`src/rtl/alu_bit_serial_sequencer.sv`:
```
// Drives one external 1-bit ALU cell through a WIDTH-bit operation, LSB first,
// keeping the operand, carry and result state here and handshaking with start/done.
module alu_bit_serial_sequencer #(
    parameter int WIDTH = 16
) (
    input  logic             clk,
    input  logic             rst_n,
    input  logic             start,
    input  logic [4:0]       fs,
    input  logic [WIDTH-1:0] a,
    input  logic [WIDTH-1:0] b,
    input  logic             c_in0,
    input  logic             fill_msb,
    output logic             busy,
    output logic             done,
    output logic [WIDTH-1:0] f,
    output logic             c_out,
    output logic             zero,
    output logic [4:0]       cell_fs,
    output logic             cell_a,
    output logic             cell_b,
    output logic             cell_c_in,
    output logic             cell_a_next,
    input  logic             cell_f,
    input  logic             cell_c_out
);

    localparam int CNT_W = $clog2(WIDTH);
    localparam logic [CNT_W-1:0] LAST_BIT = CNT_W'(WIDTH - 1);

    typedef enum logic [1:0] {
        S_IDLE,
        S_RUN,
        S_DONE
    } state_t;

    state_t           state;
    logic [WIDTH-1:0] a_sh;
    logic [WIDTH-1:0] b_sh;
    logic [WIDTH-1:0] res_sh;
    logic [4:0]       fs_q;
    logic             fill_q;
    logic             carry;
    logic [CNT_W-1:0] cnt;

    logic             last_bit;
    logic [WIDTH-1:0] res_next;

    assign last_bit = (cnt == LAST_BIT);
    assign res_next = {cell_f, res_sh[WIDTH-1:1]};

    // The MSB step has no higher operand bit, so the shift-right fill stands in for it.
    assign cell_fs     = fs_q;
    assign cell_a      = a_sh[0];
    assign cell_b      = b_sh[0];
    assign cell_c_in   = carry;
    assign cell_a_next = last_bit ? fill_q : a_sh[1];

    always_ff @(posedge clk or negedge rst_n) begin
        if (!rst_n) begin
            state  <= S_IDLE;
            busy   <= 1'b0;
            done   <= 1'b0;
            f      <= '0;
            c_out  <= 1'b0;
            zero   <= 1'b1;
            a_sh   <= '0;
            b_sh   <= '0;
            res_sh <= '0;
            fs_q   <= '0;
            fill_q <= 1'b0;
            carry  <= 1'b0;
            cnt    <= '0;
        end else begin
            case (state)
                S_IDLE, S_DONE: begin
                    done <= 1'b0;
                    if (start) begin
                        state  <= S_RUN;
                        busy   <= 1'b1;
                        a_sh   <= a;
                        b_sh   <= b;
                        fs_q   <= fs;
                        fill_q <= fill_msb;
                        carry  <= c_in0;
                        cnt    <= '0;
                    end else begin
                        state <= S_IDLE;
                        busy  <= 1'b0;
                    end
                end
                S_RUN: begin
                    res_sh <= res_next;
                    carry  <= cell_c_out;
                    a_sh   <= {1'b0, a_sh[WIDTH-1:1]};
                    b_sh   <= {1'b0, b_sh[WIDTH-1:1]};
                    // Counter parks on the last bit rather than wrapping.
                    if (last_bit) begin
                        state <= S_DONE;
                        busy  <= 1'b0;
                        done  <= 1'b1;
                        f     <= res_next;
                        zero  <= (res_next == '0);
                        c_out <= fs_q[4] & cell_c_out;
                    end else begin
                        cnt <= cnt + 1'b1;
                    end
                end
                default: begin
                    state <= S_IDLE;
                    busy  <= 1'b0;
                    done  <= 1'b0;
                end
            endcase
        end
    end

endmodule

```
`config.mk`:
```
export PLATFORM = sky130hd
export DESIGN_NAME = alu_bit_serial_sequencer
export DESIGN_NICKNAME = d
export VERILOG_FILES = /design/src/rtl/alu_bit_serial_sequencer.sv
export SDC_FILE = /design/constraint.sdc
export NUM_CORES = 1
export LEC_CHECK = 0
export ABC_AREA = 1
export CAP_MARGIN = 15
export CELL_PAD_IN_SITES_DETAIL_PLACEMENT = 0
export CELL_PAD_IN_SITES_GLOBAL_PLACEMENT = 1
export CORE_MARGIN = 2
export CORE_UTILIZATION = 30
export DETAILED_ROUTE_END_ITERATION = 7
export PLACE_DENSITY = 0.64
export SETUP_SLACK_MARGIN = 0.1
export SYNTH_ARGS = -nofsm -noshare
export SYNTH_HDL_FRONTEND = slang
export SYNTH_SLANG_ARGS = --single-unit
```
`constraint.sdc`:
```
create_clock -name clk -period 1.9 [get_ports clk]
set_clock_uncertainty 0.15 [all_clocks]
set_input_delay 0.285 -clock clk [delete_from_list [all_inputs] [get_ports clk]]
set_output_delay 0.285 -clock clk [all_outputs]
set_load 0.005 [all_outputs]
```
* After elaboration in Yosys (flattened, before gate mapping)
Index checks and enable logic that the tools add are counted.
** Cells by class
- Add/sub/neg operators :: 1
- Equal/unequal tests :: 6
- Muxes and demuxes :: 18
- Bitwise logic cells :: 1
- Reductions and logical operators :: 8
** Operators with widths (number)
- case mux 16 bit (2 select lines) :: 2
- two-way mux 16 bit :: 2
- logical NOT 16 bit :: 1
- two-way mux 4 bit :: 2
- case mux 4 bit (2 select lines) :: 1
- two-way mux 1 bit :: 7
- inequality test 2 bit, second input constant :: 3
- AND reduction 2 bit :: 3
- adder 4 x 1 -> 4 bit, second input constant :: 1
- == test 4 bit, second input constant :: 1
- case mux 1 bit (2 select lines) :: 2
- case mux 2 bit (2 select lines) :: 1
- AND reduction 3 bit :: 1
- == test 2 x 1 -> 1 bit, second input constant :: 1
- == test 2 bit, second input constant :: 1
- logical NOT 2 bit :: 1
- two-way mux 2 bit :: 1
- nonzero test 2 bit :: 1
- OR reduction 2 bit :: 1
- bitwise AND 1 bit :: 1
** Storage, ports and cells
- Flip-flop bits (word level) :: 81
- Bits of input ports :: 44
- Output and inout port bits :: 29
- Logic and storage cells :: 47

* Longest topological paths before layout
Gate-level depths: netlist (run 1).
- Word-level depth :: 4
- Gate-level depth with buffers :: 7
- Mapped depth without buffers :: 6

* Worst setup path after synthesis (run 1)
OpenSTA, ideal clock, no wires.
- Path type :: register to output
- Start :: register cnt[0]
- End :: output cell_a_next
- Arrival :: 950 ps
- Required time :: 1465 ps
- Slack :: 515 ps
- Stages on the path, launching flop included :: 5
- Path buffers :: 0
- Cells stage by stage :: dfrtp_1 ha_1 nand3_2 inv_1 o21ai_0
** Between the ends
- Cells in the longest elaborated chain, start to end :: 2
** RTL lines
- start, declared :: line 44 : logic [CNT_W-1:0] cnt;
- start signal, assigned :: line 106 : cnt <= cnt + 1'b1;
- == test 4 bit :: line 49 : assign last_bit = (cnt == LAST_BIT);
- two-way mux 1 bit :: line 57 : assign cell_a_next = last_bit ? fill_q : a_sh[1];
- end, declared :: line 23 : output logic cell_a_next,
No other way between the ends.

==> impl_metrics.py, run 1 <==
metrics = {
    "setup_path": {
        "worst_ep_required_time_ns": 1.46,
        "worst_path_max_delay_cell": "sky130_fd_sc_hd__clkdlybuf4s50_1",
        "critPathLaunchType": "flip-flop",
        "crit-reg2reg-capture": "a_sh[13]",
        "critical_path_depth": 1,
        "criticalPathCategory": "reg -> out",
        "worstPathArrival_ns": 1.29,
        "timing.critical_path.slowest_cell_delay_ns": 0.52,
        "critical_path_buf_inv_count": 1,
        "cell_breakdown_of_the_critical_path": "clkdlybuf4s50_1",
        "path_max_fanout": 3,
        "r2r.worst_path.cells": 6,
        "timing.critical_path.to_type": "primary output",
        "setup.reg_to_reg.worst_slack_ns": 0.37,
        "critical_path.top_delay_family": "buffers and inverters",
        "r2r_startpoint": "state[0]",
    },
    "sta": {
        "timing.final.crit_period_ns": 1.73,
        "layout_worst_path_cycle_share_pct": 90.9,
        "tightestPinTransition_ns": 0.391,
        "fmax_mhz": 579,
        "final-hold-violation-count": 0,
        "finalSetupTns_ns": 0,
        "worst_slew_margin_rel_pct": 73.9,
        "setup_ws_ns": 0.173,
        "grt_setup_unrepaired": "true",
        "timing.final.max_slew_violations": 0,
        "report.final.setup_viol": 0,
    },
    "power_and_ir_drop": {
        "internal_power_mw": 4.33,
        "comb_power_share_pct": 38.8,
        "powerDensity_nw_per_um2": 1510,
        "switching_share_pct": 36.1,
        "irDropWorstVdd_mv": 0.616,
        "seq_power_share_pct": 42.4,
        "pwr-share-clk_pct": 18.8,
        "total_leakage_power_nw": 1.94,
        "power.net_switching_mw": 2.44,
    },
    "synthesis": {
        "synth.cell_area_um2": 3360,
        "synth-seq-cells": 79,
        "synthMostInstantiatedCell": "sky130_fd_sc_hd__nand2_1",
        "synth_mux_area_share_pct": 0,
        "synth_top_area_share_pct": 58.1,
        "synth_top_flop_cell": "sky130_fd_sc_hd__dfrtp_1",
        "synth-simple-area-share_pct": 23.1,
        "syn-num-nets": 397,
        "synthAdderAreaFrac_pct": 0.373,
        "post_synth_xor_area_fraction_pct": 0,
        "async_reset_ff_share_pct": 100,
        "count_of_cell_types_in_the_netlist": 26,
        "synth_warnings": 0,
        "library_cell_occupying_the_most_area_in_the_post_synthesis_netlist": "sky130_fd_sc_hd__dfrtp_1",
        "synth.yosys.seq_area_share_pct": 58.9,
        "synth_area_per_cell_um2": 9.54,
        "synth_enable_flop_cells": 0,
        "synth_area_leaders": "sky130_fd_sc_hd__dfrtp_1 (58%), sky130_fd_sc_hd__nand2_1 (8.8%), sky130_fd_sc_hd__o22ai_1 (5.6%)",
        "combinational_family_with_the_most_area_after_synthesis": "simple AND/OR/NAND/NOR gates",
        "synth-compound-area-share_pct": 10.7,
        "postSynthCellCount": 352,
        "ys_top_cells_by_count": "sky130_fd_sc_hd__nand2_1 (79), sky130_fd_sc_hd__dfrtp_1 (78), sky130_fd_sc_hd__nor2_1 (43)",
    },
    "cells_and_area": {
        "layout.cells.non_filler": 577,
        "antenna_cells_inserted": 0,
        "area_growth_syn_to_layout_pct": 33.2,
        "final_layout_size_suffix_gt1_share_pct": 13.0,
        "final_nets": 477,
    },
    "floorplanning": {
        "die-width_um": 110,
        "num_ports": 73,
        "floorplan.die_area_um2": 12100,
        "core_region_area_um2": 10900,
        "placementRows": 38,
        "die_height_um": 110,
        "floorplan.initialDensity_pct": 30.8,
    },
    "clock_tree": {
        "cts_buffers": 9,
        "cts_tree": "yes",
        "ctsHtreeMaxLevel": 3,
        "clk_pin_slew_worst_paths_ns": 0.09,
        "cts_root_buffer": "sky130_fd_sc_hd__clkbuf_8",
        "insertion_delay_to_the_later_sink_of_the_worst_skew_pair_ns": 0.35,
        "cts_max_path_buffers": 2,
        "cts.sink_count": 79,
    },
    "flow_run": {
        "max-cap-violations": 0,
    },
    "global_routing": {
        "vias_in_the_first_global_route": 2714,
        "grt_pass1_wl_mm": 13.4,
        "groute.usage.overall_pct": 14.4,
        "global_route.overflow_total": 0,
        "initial_antenna_violation_count": 0,
        "grt_max_degree": 39,
    },
    "detailed_routing": {
        "postRouteWirelength_mm": 7.89,
        "detail_route.vias_per_cell": 4.65,
        "firstDrtPassIters": 5,
        "num_vias": 2684,
        "post_detailed_route_wirelength_per_cell_um": 13.7,
        "drt_iter0_drc": 124,
        "drcViolationCount": 0,
        "postRouteAntennaNets": 0,
    },
    "status": {
        "outcome": "finished clean",
    },
    "place": {
        "post-dp-hpwl_mm": 5.45,
        "dpl.cell_count": 557,
        "place.gp.congestion": 0.748,
        "setup_slack_at_placement_ns": 0.0813,
        "placement.io_buffers": 72,
    },
    "hold_path": {
        "hp-class": "in -> async",
    },
}
[per-stage QoR]
step           area, um2  hold slack (ns)  power [mW]  util (%)
2_1_floorplan       3360           -0.161        4.46         -
3_3_place_gp        4230           0.0860        5.44      38.8
4_1_cts             4450            0.242        6.82      40.9
3_5_place_dp        4230           0.0885        5.50      38.8
6_report            4470            0.251        6.77      41.1
5_1_grt             4470            0.275        7.37      41.1
[cells in the final DEF, fill, tap and decap left out, types with 2 or more instances in the layout]
master	n
sky130_fd_sc_hd__buf_12	3
sky130_fd_sc_hd__buf_4	14
sky130_fd_sc_hd__clkbuf_8	10
sky130_fd_sc_hd__clkdlybuf4s50_1	69
sky130_fd_sc_hd__clkinv_4	2
sky130_fd_sc_hd__clkinvlp_4	3
sky130_fd_sc_hd__dfrtp_1	77
sky130_fd_sc_hd__inv_1	12
sky130_fd_sc_hd__inv_2	3
sky130_fd_sc_hd__nand2_1	79
sky130_fd_sc_hd__nand2_4	3
sky130_fd_sc_hd__nand3_1	16
sky130_fd_sc_hd__nor2_1	43
sky130_fd_sc_hd__nor3_1	30
sky130_fd_sc_hd__o21ai_0	14
sky130_fd_sc_hd__o21ai_1	7
sky130_fd_sc_hd__o21ai_2	7
sky130_fd_sc_hd__o22ai_1	30
[per-layer routing]
metal	up-vias	share of wire (%)	track usage, %
met4	0	1.5	4.61
li1	1336	-	-
met5	-	0	0
met3	7	4.7	3.26
met2	62	45	22.3
met1	1279	49	19.8
[logic make-up after synthesis]
logic type                 count (synthesis)
buffers and inverters                     37
AOI/OAI and AO/OA                         59
and+or+nand+nor                          176
adders and majority gates                  1
DFF                                       79
[timing repair]
| action | 4_1_cts | 5_1_grt |
|---|---|---|
| gates resized for setup | 7 | 3 |
| endpoints found under the setup margin | 3 | 1 |
| hold buffers | 1 | 0 |
| endpoints found under the hold margin | 27 | 0 |
| setup buffers | 1 | 2 |
| pin swaps | 0 | 1 |
[power groups by stage]
stage          Clock [mW]  Sequential [mW]  Combinational (mW)
2_1_floorplan           0             2.82                1.64
3_3_place_gp            0             2.88                2.56
3_5_place_dp            0             2.89                2.61
4_1_cts              1.32             2.86                2.63
5_1_grt              1.39             2.97                3.00
6_report             1.27             2.87                2.63
[worst max-delay path by stage]
stage / start / to / slack (ns)
finish: state[0] / busy / 0.17
global route: cnt[1] / cell_a_next / 0.08
CTS: cnt[0] / cell_a_next / 0.07
detailed placement: cnt[1] / cell_a_next / 0.08
global placement: cnt[1] / cell_a_next / 0.09
floorplan: cnt[0] / cell_a_next / 0.52
[flip-flops by register name, summed over array words and instances, names as in the netlist, 2 cells and up]
register  count
a_sh         16
b_sh         16
f            16
res_sh       15
cell_fs       5
cnt           4
state         2
[layout make-up]
cell class	instances	area (um2)
inverter	17	71.3
timing repair buffer	89	880
multi-input combinational	236	1160
fill	1112	6410
clock buffer	10	138
clock inverter	6	70.1
tap	140	175
sequential	79	1980
Note: power is estimated with default switching activity, not from simulation.
==> inputs of run 2 (changes only) <==
--- a/config.mk
+++ b/config.mk
@@ -6,7 +6,8 @@
 export NUM_CORES = 1
 export LEC_CHECK = 0
 export ABC_AREA = 1
-export CAP_MARGIN = 15
+export ABC_CLOCK_PERIOD_IN_PS = 1900
+export CAP_MARGIN = 20
 export CELL_PAD_IN_SITES_DETAIL_PLACEMENT = 0
 export CELL_PAD_IN_SITES_GLOBAL_PLACEMENT = 1
 export CORE_MARGIN = 2
==> results of run 2 <==
The final DEF is identical to that of run 1; final timing and power are the same.
==> inputs of run 3 (changes only) <==
--- a/config.mk
+++ b/config.mk
@@ -10,7 +10,6 @@
 export CAP_MARGIN = 20
 export CELL_PAD_IN_SITES_DETAIL_PLACEMENT = 0
 export CELL_PAD_IN_SITES_GLOBAL_PLACEMENT = 1
-export CORE_MARGIN = 2
 export CORE_UTILIZATION = 30
 export DETAILED_ROUTE_END_ITERATION = 7
 export PLACE_DENSITY = 0.64
==> run 3 against run 2 <==
Design area down 0.45%. Clock power about the same. Combinational power hardly changed. Hold slack better by 0.011 ns. Count of clock-buffer cells in the layout is the same. First-iteration DRC count up 30%. Critical path type unchanged. Critical endpoint unchanged. Largest cell class unchanged. Highest routed layer unchanged.
==> impl_metrics.py, run 3 (synthesis results as in run 1) <==
metrics = {
    "status": {
        "outcome": "finished clean",
    },
    "setup_path": {
        "cell_breakdown_of_the_critical_path": "clkdlybuf4s50_1",
        "critical_path_buf_inv_count": 1,
        "timing.critical_path.slowest_cell_delay_ns": 0.53,
        "critPathLaunchType": "flip-flop",
        "r2r.worst_path.cells": 6,
        "timing.critical_path.to_type": "primary output",
        "worst_ep_required_time_ns": 1.46,
        "worst_path_max_delay_cell": "sky130_fd_sc_hd__clkdlybuf4s50_1",
        "worstPathArrival_ns": 1.31,
        "critical_path.top_delay_family": "buffers and inverters",
        "criticalPathCategory": "reg -> out",
        "path_max_fanout": 3,
        "critical_path_depth": 1,
    },
    "floorplanning": {
        "placementRows": 38,
        "floorplan.die_area_um2": 11600,
        "core_region_area_um2": 10900,
        "die-width_um": 108,
        "num_ports": 73,
        "die_height_um": 108,
        "floorplan.initialDensity_pct": 30.8,
    },
    "hold_path": {
        "hp-class": "in -> async",
    },
    "global_routing": {
        "gr-usage-met1_pct": 21.0,
        "grt_pass1_wl_mm": 13.2,
        "global_route.overflow_total": 0,
        "initial_antenna_violation_count": 0,
        "groute.layer.met2.usage_pct": 22.0,
        "groute.layer.met3.usage_pct": 3.03,
        "groute.usage.overall_pct": 14.8,
        "grt_max_degree": 33,
        "grt-busiest-layer": "met2",
        "vias_in_the_first_global_route": 2648,
    },
    "power_and_ir_drop": {
        "irDropWorstVdd_mv": 0.460,
        "powerDensity_nw_per_um2": 1510,
        "p_total_mw": 6.73,
        "total_leakage_power_nw": 1.94,
    },
    "place": {
        "setup_slack_at_placement_ns": 0.0699,
        "place.gp.congestion": 0.737,
        "post-dp-hpwl_mm": 5.38,
        "placedInstanceArea_um2": 4230,
        "placement.io_buffers": 72,
    },
    "cells_and_area": {
        "mostFrequentLayoutCell": "sky130_fd_sc_hd__nand2_1",
        "layout_common_cells": "sky130_fd_sc_hd__nand2_1 (79), sky130_fd_sc_hd__dfrtp_1 (77), sky130_fd_sc_hd__clkdlybuf4s50_1 (69)",
        "post-route-cell-area_um2": 4450,
        "antenna_cells_inserted": 0,
        "area_growth_syn_to_layout_pct": 32.6,
        "final_nets": 477,
        "top_regs": "a_sh (16), b_sh (16), f (16)",
        "final_layout_size_suffix_gt1_share_pct": 13.0,
    },
    "detailed_routing": {
        "drcViolationCount": 0,
        "drt_iter0_drc": 161,
        "postRouteAntennaNets": 0,
        "post_detailed_route_wirelength_per_cell_um": 13.6,
        "firstDrtPassIters": 4,
        "postRouteWirelength_mm": 7.86,
        "detail_route.vias_per_cell": 4.64,
        "num_vias": 2678,
    },
    "clock_tree": {
        "cts_root_buffer": "sky130_fd_sc_hd__clkbuf_8",
        "insertion_delay_to_the_later_sink_of_the_worst_skew_pair_ns": 0.35,
        "ctsHtreeMaxLevel": 3,
        "cts_max_path_buffers": 2,
        "cts_tree": "yes",
        "clk_pin_slew_worst_paths_ns": 0.08,
        "cts_buffers": 9,
        "cts.sink_count": 79,
    },
    "sta": {
        "fmax_mhz": 574,
        "worst_slew_margin_rel_pct": 70.2,
        "grt_setup_unrepaired": "true",
        "report.final.setup_viol": 0,
        "finalSetupTns_ns": 0,
        "layout_worst_path_cycle_share_pct": 91.7,
        "tightestPinTransition_ns": 0.447,
        "timing.final.max_slew_violations": 0,
        "timing.final.crit_period_ns": 1.74,
        "final-hold-violation-count": 0,
        "setup_ws_ns": 0.158,
    },
    "flow_run": {
        "max-cap-violations": 0,
    },
}
run 3: cell types whose count changed in the layout (fill, tap and decap cells not counted):
cell | before | now
sky130_fd_sc_hd__clkinv_4 | 2 | 0
sky130_fd_sc_hd__clkinvlp_4 | 3 | 2
sky130_fd_sc_hd__ha_2 | 0 | 1
sky130_fd_sc_hd__clkinv_2 | 0 | 3
sky130_fd_sc_hd__ha_4 | 1 | 0
run 3: final cells by class:
| type | instances | area (um2) |
|---|---|---|
| inverters | 17 | 71.3 |
| repair buffers | 89 | 880 |
| clock buffers | 10 | 138 |
| well taps | 140 | 175 |
| multi-input cells | 236 | 1150 |
| fillers | 1105 | 6430 |
| clock inverters | 6 | 60.1 |
| flip-flops and latches | 79 | 1980 |
run 3: metrics by stage:
stage	instances	utilization (%)	hold WS [ns]
after floorplan	352	-	-0.161
after global placement	558	38.9	0.117
after detailed placement	558	38.9	0.119
after CTS	577	41.0	0.274
after global routing	577	40.9	0.320
final	577	40.9	0.262
run 3: layer usage:
metal  wire (um)  vias up  share of wire (%)
li1            -     1335                  -
met1        3880     1278                 49
met2        3470       54                 44
met3         361       11                4.6
met4         144        0                1.8
met5           0        -                  0
run 3: path summary, 6_finish.rpt:
path                       slack, ns        to  startpoint
max                             0.16      busy    state[0]
min                             0.26  b_sh[12]       rst_n
min in group clk                0.32      zero        zero
max in group asynchronous       0.74      zero       rst_n
min reg2reg                     0.32      zero        zero
max reg2reg                     0.28   b_sh[6]    state[1]
run 3: power by group:
part / switching (mW) / leakage [nW] / internal (mW)
Combinational: 1.35 / 0.890 / 1.27
Sequential: 0.461 / 0.956 / 2.41
Clock: 0.611 / 0.0981 / 0.635
run 3: timing repair:
item                                   4_1_cts  5_1_grt
setup endpoints to repair                    3        1
gates resized for setup                      7        2
pin swaps                                    1        1
hold buffers                                 1        0
setup buffers                                2        0
endpoints found under the hold margin       29        0
